$ cat config.mk
export PLATFORM = sky130hd
export DESIGN_NAME = adder_result_accum
export DESIGN_NICKNAME = d
export VERILOG_FILES = /design/src/rtl/adder_pkg.sv /design/src/rtl/adder_acc_fsm.sv /design/src/rtl/adder_result_accum.sv
export SDC_FILE = /design/constraint.sdc
export NUM_CORES = 1
export LEC_CHECK = 0
export ABC_AREA = 1
export CAP_MARGIN = 20
export CORE_AREA = 2 2 83 85
export CTS_CLUSTER_SIZE = 20
export DETAILED_ROUTE_END_ITERATION = 7
export DIE_AREA = 0 0 85 87
export DONT_BUFFER_PORTS = 1
export PLACE_DENSITY_LB_ADDON = 0.08
export SLEW_MARGIN = 5
export SYNTH_ARGS = -nofsm -noshare
export SYNTH_HDL_FRONTEND = slang
export SYNTH_SLANG_ARGS = --single-unit
$ cat constraint.sdc
create_clock -name clk -period 2.04 [get_ports clk]
set_clock_uncertainty 0.15 [all_clocks]
set_input_delay 0.204 -clock clk [delete_from_list [all_inputs] [get_ports clk]]
set_output_delay 0.204 -clock clk [all_outputs]
set_load 0.02 [all_outputs]
$ cat src/rtl/adder_pkg.sv
// rtl/adder_pkg.sv - shared types and width helpers for the adder result accumulator
package adder_pkg;

    typedef enum logic {
        ACCUM = 1'b0,
        DONE  = 1'b1
    } acc_state_t;

    localparam int ADDER_DATA_W = 8;
    localparam int ADDER_ACC_W  = 16;

    // Counter must be able to hold the value COUNT itself.
    function automatic int cnt_width(input int count);
        return $clog2(count + 1);
    endfunction

endpackage

$ cat src/rtl/adder_acc_fsm.sv
// rtl/adder_acc_fsm.sv - batch counter and handshake control; emits load/clear strobes to the datapath
module adder_acc_fsm
    import adder_pkg::*;
#(
    parameter int COUNT = 4
) (
    input  logic clk,
    input  logic rst,
    input  logic in_valid,
    input  logic out_ready,
    output logic in_ready,
    output logic out_valid,
    output logic busy,
    output logic load,
    output logic clear
);

    localparam int CW = cnt_width(COUNT);
    localparam logic [CW-1:0] LAST = CW'(COUNT - 1);

    acc_state_t      state;
    logic [CW-1:0]   cnt;

    assign load  = in_valid && in_ready;
    assign clear = out_valid && out_ready;

    // Handshake outputs are registered alongside state so they never depend on in_*/out_* combinationally.
    always_ff @(posedge clk or posedge rst) begin
        if (rst) begin
            state     <= ACCUM;
            cnt       <= '0;
            in_ready  <= 1'b1;
            out_valid <= 1'b0;
            busy      <= 1'b0;
        end else begin
            case (state)
                ACCUM: begin
                    if (in_valid) begin
                        cnt <= cnt + CW'(1);
                        if (cnt == LAST) begin
                            state     <= DONE;
                            in_ready  <= 1'b0;
                            out_valid <= 1'b1;
                            busy      <= 1'b0;
                        end else begin
                            busy <= 1'b1;
                        end
                    end
                end
                DONE: begin
                    if (out_ready) begin
                        state     <= ACCUM;
                        cnt       <= '0;
                        in_ready  <= 1'b1;
                        out_valid <= 1'b0;
                    end
                end
                default: begin
                    state     <= ACCUM;
                    cnt       <= '0;
                    in_ready  <= 1'b1;
                    out_valid <= 1'b0;
                    busy      <= 1'b0;
                end
            endcase
        end
    end

endmodule

$ cat src/rtl/adder_result_accum.sv
// rtl/adder_result_accum.sv - sums COUNT adder results per batch; ADDER_ACC_SATURATE_EN selects saturating accumulation
module adder_result_accum
    import adder_pkg::*;
#(
    parameter int DATA_WIDTH = ADDER_DATA_W,
    parameter int ACC_WIDTH  = ADDER_ACC_W,
    parameter int COUNT      = 4
) (
    input  logic                  clk,
    input  logic                  rst,
    input  logic                  in_valid,
    output logic                  in_ready,
    input  logic [DATA_WIDTH-1:0] in_data,
    output logic                  out_valid,
    input  logic                  out_ready,
    output logic [ACC_WIDTH-1:0]  out_sum,
    output logic                  out_overflow,
    output logic                  busy
);

    localparam int SW = ACC_WIDTH + 1;

    logic                 load;
    logic                 clear;
    logic [ACC_WIDTH-1:0] acc;
    logic                 ovf;
    logic [SW-1:0]        sum;
    logic                 carry;

    adder_acc_fsm #(.COUNT(COUNT)) u_fsm (
        .clk       (clk),
        .rst       (rst),
        .in_valid  (in_valid),
        .out_ready (out_ready),
        .in_ready  (in_ready),
        .out_valid (out_valid),
        .busy      (busy),
        .load      (load),
        .clear     (clear)
    );

    assign sum   = {1'b0, acc} + SW'(in_data);
    assign carry = sum[ACC_WIDTH];

    always_ff @(posedge clk or posedge rst) begin
        if (rst) begin
            acc <= '0;
            ovf <= 1'b0;
        end else if (clear) begin
            acc <= '0;
            ovf <= 1'b0;
        end else if (load) begin
            ovf <= ovf | carry;
`ifdef ADDER_ACC_SATURATE_EN
            // Once pinned at all-ones any non-zero add carries again, so it stays pinned.
            acc <= carry ? {ACC_WIDTH{1'b1}} : sum[ACC_WIDTH-1:0];
`else
            acc <= sum[ACC_WIDTH-1:0];
`endif
        end
    end

    assign out_sum      = acc;
    assign out_overflow = ovf;

endmodule

== Yosys cells after proc, flatten, opt, wreduce, memory -nomap -nowiden ==
Index checks and enable logic that the tools add are counted.
Word-level totals
  register bits: 24
  input port bits: 12
  output and inout bits: 20
  logic and storage cells: 41
Cells by class
  $add $sub $neg: 2
  eq/ne operators: 4
  muxes and demuxes: 20
  bitwise logic cells: 2
  reductions and logical operators: 6
Operator list (number)
  16-bit two-way mux: 2
  16-bit by 8-bit adder with 17-bit output: 1
  1-bit two-way mux: 12
  3-bit two-way mux: 2
  1-bit case mux with 2 select lines: 3
  3-bit case mux with 2 select lines: 1
  2-bit inequality test (second input constant): 2
  2-bit AND reduction: 2
  3-bit by 1-bit adder with 3-bit output (second input constant): 1
  3-bit by 2-bit equality test with 1-bit output (second input constant): 1
  3-bit AND reduction: 1
  1-bit logical AND: 2
  2-bit by 1-bit inequality test with 1-bit output (second input constant): 1
  2-bit nonzero test: 1
  1-bit NOT: 1
  1-bit bitwise OR: 1

== Longest topological paths before layout ==
Gate-level depths: netlist of run 1.
  word-level depth: 4
  gate-level depth with buffers: 11
  mapped depth without buffers: 11

== Hierarchy ==
From an unflattened synthesis of run 1, not the netlist that was laid out.
Unflattened totals
  cell total of the unflattened synthesis: 225
  area total of the unflattened synthesis: 1599.0 um2
By module, submodules not included
  adder_result_accum: times used 1, cells each 186, area each 1277.5 um2, seq. area each 425.4 um2
  adder_acc_fsm: times used 1, cells each 39, area each 321.6 um2, seq. area each 176.4 um2

== Worst setup path before layout of run 1 ==
Ideal clock, no wire load.
  path kind: register to register
  start point: register acc[0], in the netlist out_sum[0]
  end point: register acc[8], in the netlist out_sum[8]
  setup time: 0.120 ns
  data arrival time: 1.635 ns
  required time: 1.770 ns
  path slack: 0.135 ns
  stages on the path, launching flop included: 12
  clock period less this slack: 1.905 ns
  cell sequence: dfrtp_1 > ha_1 > inv_1 > fa_1 > nor2_2 > nor2_2 > inv_2 > nand2_2 > nand2_2 > nand3_1 > nand2_1 > nor2_1
On the way
  word-level cells in the longest chain between the ends: 3
RTL lines
  start: declaration: line adder_result_accum.sv:25  | logic [ACC_WIDTH-1:0] acc;
  start signal: assignment: line adder_result_accum.sv:58  | acc <= sum[ACC_WIDTH-1:0];
  16-bit by 8-bit adder with 17-bit output: line adder_result_accum.sv:42  | assign sum = {1'b0, acc} + SW'(in_data);
  16-bit two-way mux: line adder_result_accum.sv:52  | end else if (load) begin
  16-bit two-way mux: line adder_result_accum.sv:49  | end else if (clear) begin
No other way between the ends. The select of a mux whose other input is x is not followed.
A chain may end at the register's enable or synchronous reset.

== Worst setup path after layout of run 1 ==
Ends and elaborated chain as after synthesis.

==> results of run 1 <==
where the power goes:
| group | total [mW] | internal (mW) | switching, mW |
|---|---|---|---|
| Sequential | 0.784 | 0.620 | 0.164 |
| Clock | 0.439 | 0.263 | 0.176 |
| Combinational | 1.05 | 0.396 | 0.654 |
| Total | 2.27 | 1.28 | 0.994 |
layer usage:
layer / up-vias / wire [microns] / share of wire (%) / GRT usage (%)
li1: 712 / - / - / -
met2: 19 / 1930 / 47 / 20.7
met5: - / 0 / 0 / 0
met3: 2 / 175 / 4.2 / 2.84
met4: 0 / 29 / 0.70 / 3.46
met1: 598 / 2010 / 48 / 16.5
registers in the layout (all words and copies together), names as in the netlist:
register	flops
out_sum	16
u_fsm.out_valid	1
u_fsm.cnt	3
out_overflow	1
u_fsm.busy	1
u_fsm.in_ready	1
u_fsm.state	1
stage by stage:
stage | cells | setup WS [ns]
2_1_floorplan | 212 | 0.135
3_3_place_gp | 302 | 0.157
3_5_place_dp | 302 | 0.173
4_1_cts | 309 | 0.150
5_1_grt | 309 | 0.0349
6_report | 309 | 0.186
worst max-delay path by stage:
stage	startpoint	to	slack, ns
after floorplan	out_sum[0]$_DFFE_PP0P_	out_sum[8]$_DFFE_PP0P_	0.13
after global placement	out_sum[4]$_DFFE_PP0P_	out_sum[15]$_DFFE_PP0P_	0.16
after detailed placement	out_sum[4]$_DFFE_PP0P_	out_sum[15]$_DFFE_PP0P_	0.17
after CTS	out_sum[4]$_DFFE_PP0P_	out_sum[15]$_DFFE_PP0P_	0.15
after global routing	out_sum[4]$_DFFE_PP0P_	out_sum[11]$_DFFE_PP0P_	0.03
final	out_sum[0]$_DFFE_PP0P_	out_sum[8]$_DFFE_PP0P_	0.19
layout make-up:
cell class	instances	area, sq um
fillers	737	4710
multi-input cells	159	867
flip-flops and latches	24	602
inverters	29	109
repair buffers	13	105
well taps	80	100
clock buffers	3	41.3
clock inverters	1	30.0
cells in the final DEF, fill, tap and decap left out, drive strengths merged:
cell type | netlist | layout
nor2 | 24 | 24
a21boi | 1 | 1
nand4 | 1 | 1
inv | 29 | 29
ha | 10 | 10
nor3b | 1 | 1
xor2 | 2 | 2
a21oi | 11 | 11
a22o | 2 | 2
xnor2 | 1 | 1
fa | 1 | 1
o22ai | 1 | 1
bufinv | 0 | 1
nand2 | 71 | 71
dfstp | 1 | 1
clkbuf | 0 | 3
nand3 | 20 | 20
dfrtp | 23 | 23
o21ai | 8 | 8
nand3b | 2 | 2
buf | 0 | 10
dlygate4sd3 | 0 | 3
a21o | 1 | 1
o21a | 1 | 1
nor3 | 1 | 1
cells by family after synthesis:
logic type,count (synthesis)
compound gates,25
buf+inv,29
simple gates,120
xor+xnor,3
flops,24
fa+ha+maj,11
repair_timing:
action | CTS | global route
endpoints found under the hold margin | 14 | 0
setup endpoints to repair | 0 | 2
hold buffers | 3 | 0
resized for setup | 0 | 1
==> impl_metrics.toml, run 1 <==
[synth]
synth_top_cell_by_area = "dfrtp_1"
ys_types = 27
synthSimpleGateAreaFrac_pct = 34.4
synth_common_cells = "nand2_1 (66), inv_1 (28), dfrtp_1 (23)"
synth_area_sq_mm = 0.00157
syn-num-nets = 235
avgSynthCellArea_sq_um = 7.38
ys.flop_type = "dfrtp_1"
synth_xor_area_share_pct = 1.68
synth_fa_ha_area_share_pct = 9.27
synthCells = 212
netlist_top_cells_area = "dfrtp_1 (37%), nand2_1 (16%), ha_1 (8.0%)"
synth-compound-area-share_pct = 9.27
synthMuxAreaShare_pct = 0
synth_edf_count = 0
async_flop_share_pct = 100
ys_warn_count = 0
ys_ff_latch = 24
yosys.area.top_type_share_pct = 36.8
synth_top_family_by_area = "simple AND/OR/NAND/NOR gates"
seq_area_frac_synth_pct = 38.4
synth.most_common_cell = "nand2_1"

[timing]
min_period_over_period_pct = 90.9
hold_slack_ns = 0.0316
hold_viol_final = 0
slew_violations = 0
rsz0062_at_grt = "false"
max_slew_margin_pct = 68.6
tightest_slew_ns = 0.470
final.setup.tns_ns = 0
period_needed_ns = 1.85
setup_violations = 0
max_freq_mhz = 539

[floorplanning]
fp.dieH_microns = 87
start_util_pct = 23.8
pin_count = 32
dieArea_sq_mm = 0.00740
core_area_sq_mm = 0.00657
fp-row-count = 30
die_w_microns = 85

[detailed_routing]
via_per_inst = 4.31
drcViolationCount = 0
firstDrtPassIters = 4
drtIter0Drc = 49
antenna_left = 0
num_vias = 1331
wirelength_mm = 4.14
wl_per_cell_microns = 13.4

[cts]
numCtsBuffers = 3
clk_latency_ns = 0.27
cts_buffer_depth = 2
htreeDepth = 1
clock_sinks = 24
cts_tree = "yes"
post-cts-setup-buffer-count = 0
cts_root_buf = "clkbuf_8"
clk_pin_slew_worst_paths_ns = 0.10

[worst_setup_path]
rrSetupSlack_ns = 0.19
crit_path_start_kind = "flop"
cp_slowest_cell = "fa_1"
crit_path_end_kind = "flop"
reg2reg_to = "out_sum[8]$_DFFE_PP0P_"
crit_family = "adder cells"
worst-r2r-cell-count = 11
crit_type = "flop to flop"
arrival_ns = 1.88
worstPathCellList = "ha_1 -> inv_1 -> fa_1 -> nor2_2 -> nor2_2 -> inv_2 -> nand2_2 -> nand2_2 -> nand3_1 -> nand2_1 -> nor2_1"
reg2reg_from = "out_sum[0]$_DFFE_PP0P_"
slowest_delay_ns = 0.43
critPathMaxFanout = 5
critPathRequiredTime_ns = 2.06
cp_num_cells = 11
cp_num_buf_inv = 2

[global_routing]
grt_pass1_wl_mm = 7.33
track_usage_pct = 12.5
antenna_found_initial = 0
overflow = 0
first_global_vias = 1446
grt_max_degree = 15

[final_layout]
fin_nets = 253
n_antenna_cell = 0
drive_above_1_share_pct = 14.0
final_util_pct = 28.2
area_growth_pct = 18.5
final_area_sq_mm = 0.00185

[place]
placed_area_sq_mm = 0.00174
detailed_place_hpwl_mm = 3.33
port_buffers = 0
gp_congestion = 0.748

[hold_path]
hp-start = "in_data[0]"
hold_depth = 2
whs_endpoint = "out_sum[0]$_DFFE_PP0P_"
hold_path.class = "input port to flop"

[power_and_ir_drop]
finalPower_mw = 2.27
pwr_density_cell_mw_per_mm2 = 1230
leakagePower_nw = 0.997
vdd_drop_max_uv = 579

[outcome]
status = "finished, final reports clean"

[flow_run]
drv_cap = 0
Power figures use the tool's default switching activity.
==> run 2, diff against run 1 <==
--- a/config.mk
+++ b/config.mk
@@ -7,11 +7,12 @@
 export LEC_CHECK = 0
 export ABC_AREA = 1
 export CAP_MARGIN = 20
-export CORE_AREA = 2 2 83 85
+export CORE_AREA = 2 2 95 74
 export CTS_CLUSTER_SIZE = 20
 export DETAILED_ROUTE_END_ITERATION = 7
-export DIE_AREA = 0 0 85 87
+export DIE_AREA = 0 0 97 76
 export DONT_BUFFER_PORTS = 1
+export HOLD_SLACK_MARGIN = 0.12
 export PLACE_DENSITY_LB_ADDON = 0.08
 export SLEW_MARGIN = 5
 export SYNTH_ARGS = -nofsm -noshare
==> impl_metrics.toml, run 2 (synthesis results as in run 1) <==
[global_routing]
track_usage_pct = 12.5
antenna_found_initial = 0
grt_pass1_wl_mm = 7.28
first_global_vias = 1374
grt_max_degree = 25
overflow = 0

[timing]
setup_violations = 0
tightest_slew_ns = 0.426
max_freq_mhz = 526
rsz0062_at_grt = "false"
final.setup.tns_ns = 0
period_needed_ns = 1.90
min_period_over_period_pct = 93.2
max_slew_margin_pct = 71.6
slew_violations = 0
hold_viol_final = 0
fin_ws_ns = 0.138

[cts]
clock_sinks = 24
cts_root_buf = "clkbuf_8"
htreeDepth = 1
cts_tree = "yes"
clk_latency_ns = 0.28
cts_buffer_depth = 2
numCtsBuffers = 3
clk_pin_slew_worst_paths_ns = 0.10

[place]
placed_cells = 307
gp_congestion = 0.714
detailed_place_hpwl_mm = 3.34
dpl_worst_slack_ns = 0.151
port_buffers = 0

[detailed_routing]
drt-met1-wl_mm = 2.19
wl_met3_microns = 286
wirelength_mm = 4.25
drtIter0Drc = 56
antenna_left = 0
wl_per_cell_microns = 13.4
num_vias = 1364
firstDrtPassIters = 4
drcViolationCount = 0
via_per_inst = 4.30
routed-wl-met2_mm = 1.75
top_layer = "met4"

[final_layout]
instances_no_fill = 317
final_cell_mix = "nand2_1 (66), inv_1 (27), dfrtp_1 (23)"
drive_above_1_share_pct = 15.5
area_growth_pct = 21.5
largest_reg_flops = 16
n_antenna_cell = 0
fill_cells = 722
final_common_cell = "nand2_1"
fin_nets = 257

[hold_path]
hold_path.class = "input port to flop"
hold_depth = 4

[worst_setup_path]
crit_type = "input port to flop"
crit_path_start_kind = "input port"
critPathMaxFanout = 5
crit_path_end_kind = "flop"
worst-r2r-cell-count = 8
critPathRequiredTime_ns = 2.06
arrival_ns = 1.92

[power_and_ir_drop]
p_int_mw = 1.29
leakagePower_nw = 1.02
clockPowerShare_pct = 19.1
vdd_drop_max_uv = 419
power_switching_mw = 1.02
switching_share_pct = 44.0
power.share.combinational_pct = 46.7
pwr_density_cell_mw_per_mm2 = 1210
pwr-share-seq_pct = 34.2

[floorplanning]
fp.dieH_microns = 76
start_util_pct = 23.9
dieArea_sq_mm = 0.00737
die_w_microns = 97
fp-row-count = 26
pin_count = 32
core_area_sq_mm = 0.00654

[flow_run]
drv_cap = 0

[outcome]
status = "finished, final reports clean"
## run 2: timing repair
action                     CTS  global route
gates resized for setup      0             5
hold buffers                 5             0
setup endpoints to repair    0             7
buffers inserted             0             1
hold endpoints to repair    35             0
## run 2: final cells by class
class | instances | area (sq um) | share of cell area, %
Tap cell | 84 | 105 | 5.53
Inverter | 29 | 109 | 5.72
Clock inverter | 1 | 30.0 | 1.58
Timing Repair Buffer | 17 | 140 | 7.37
Multi-Input combinational cell | 159 | 875 | 46.0
Clock buffer | 3 | 41.3 | 2.17
Sequential cell | 24 | 602 | 31.6
## run 2: final timing paths
check / startpoint / endpoint / slack (ns)
max reg2reg: out_sum[4]$_DFFE_PP0P_ / out_sum[15]$_DFFE_PP0P_ / 0.20
min: in_data[6] / out_sum[6]$_DFFE_PP0P_ / 0.18
max: in_data[0] / out_sum[8]$_DFFE_PP0P_ / 0.14
min in group asynchronous: rst / out_sum[5]$_DFFE_PP0P_ / 0.26
max in group asynchronous: rst / u_fsm.in_ready$_DFFE_PP1P_ / 1.18
min reg2reg: u_fsm.cnt[2]$_DFFE_PP0P_ / u_fsm.cnt[2]$_DFFE_PP0P_ / 0.35
## run 2: routing by layer
layer / vias to the layer above / GRT usage (%)
met4: 0 / 2.96
met1: 616 / 17.7
met3: 2 / 4.31
li1: 719 / -
met5: - / 0
met2: 27 / 18.2
## run 2: worst max-delay path, cell delays in order
cell           delay (ns)
dlygate4sd3_1        0.58
ha_4                 0.16
inv_2                0.04
fa_2                 0.40
nor2_2               0.10
nor2_2               0.06
inv_2                0.06
nand2_2              0.05
nand2_4              0.07
nand3_1              0.06
nand2_1              0.08
nor2_1               0.04
## run 2: power groups by stage
stage	Combinational [mW]	Sequential [mW]	Clock (mW)
final	1.08	0.789	0.441
after global routing	1.25	0.813	0.480
after global placement	1.06	0.798	0
after floorplan	0.666	0.852	0
after CTS	1.07	0.788	0.459
after detailed placement	1.05	0.797	0
## run 2: stage by stage
| stage | instance area, sq um | utilization [%] | hold WS (ns) | power [mW] |
|---|---|---|---|---|
| 2_1_floorplan | 1570 | - | 0.0679 | 1.52 |
| 3_3_place_gp | 1750 | 26.8 | 0.0351 | 1.86 |
| 3_5_place_dp | 1750 | 26.8 | 0.0328 | 1.85 |
| 4_1_cts | 1870 | 28.7 | 0.173 | 2.32 |
| 5_1_grt | 1900 | 29.1 | 0.199 | 2.54 |
| 6_report | 1900 | 29.1 | 0.182 | 2.31 |
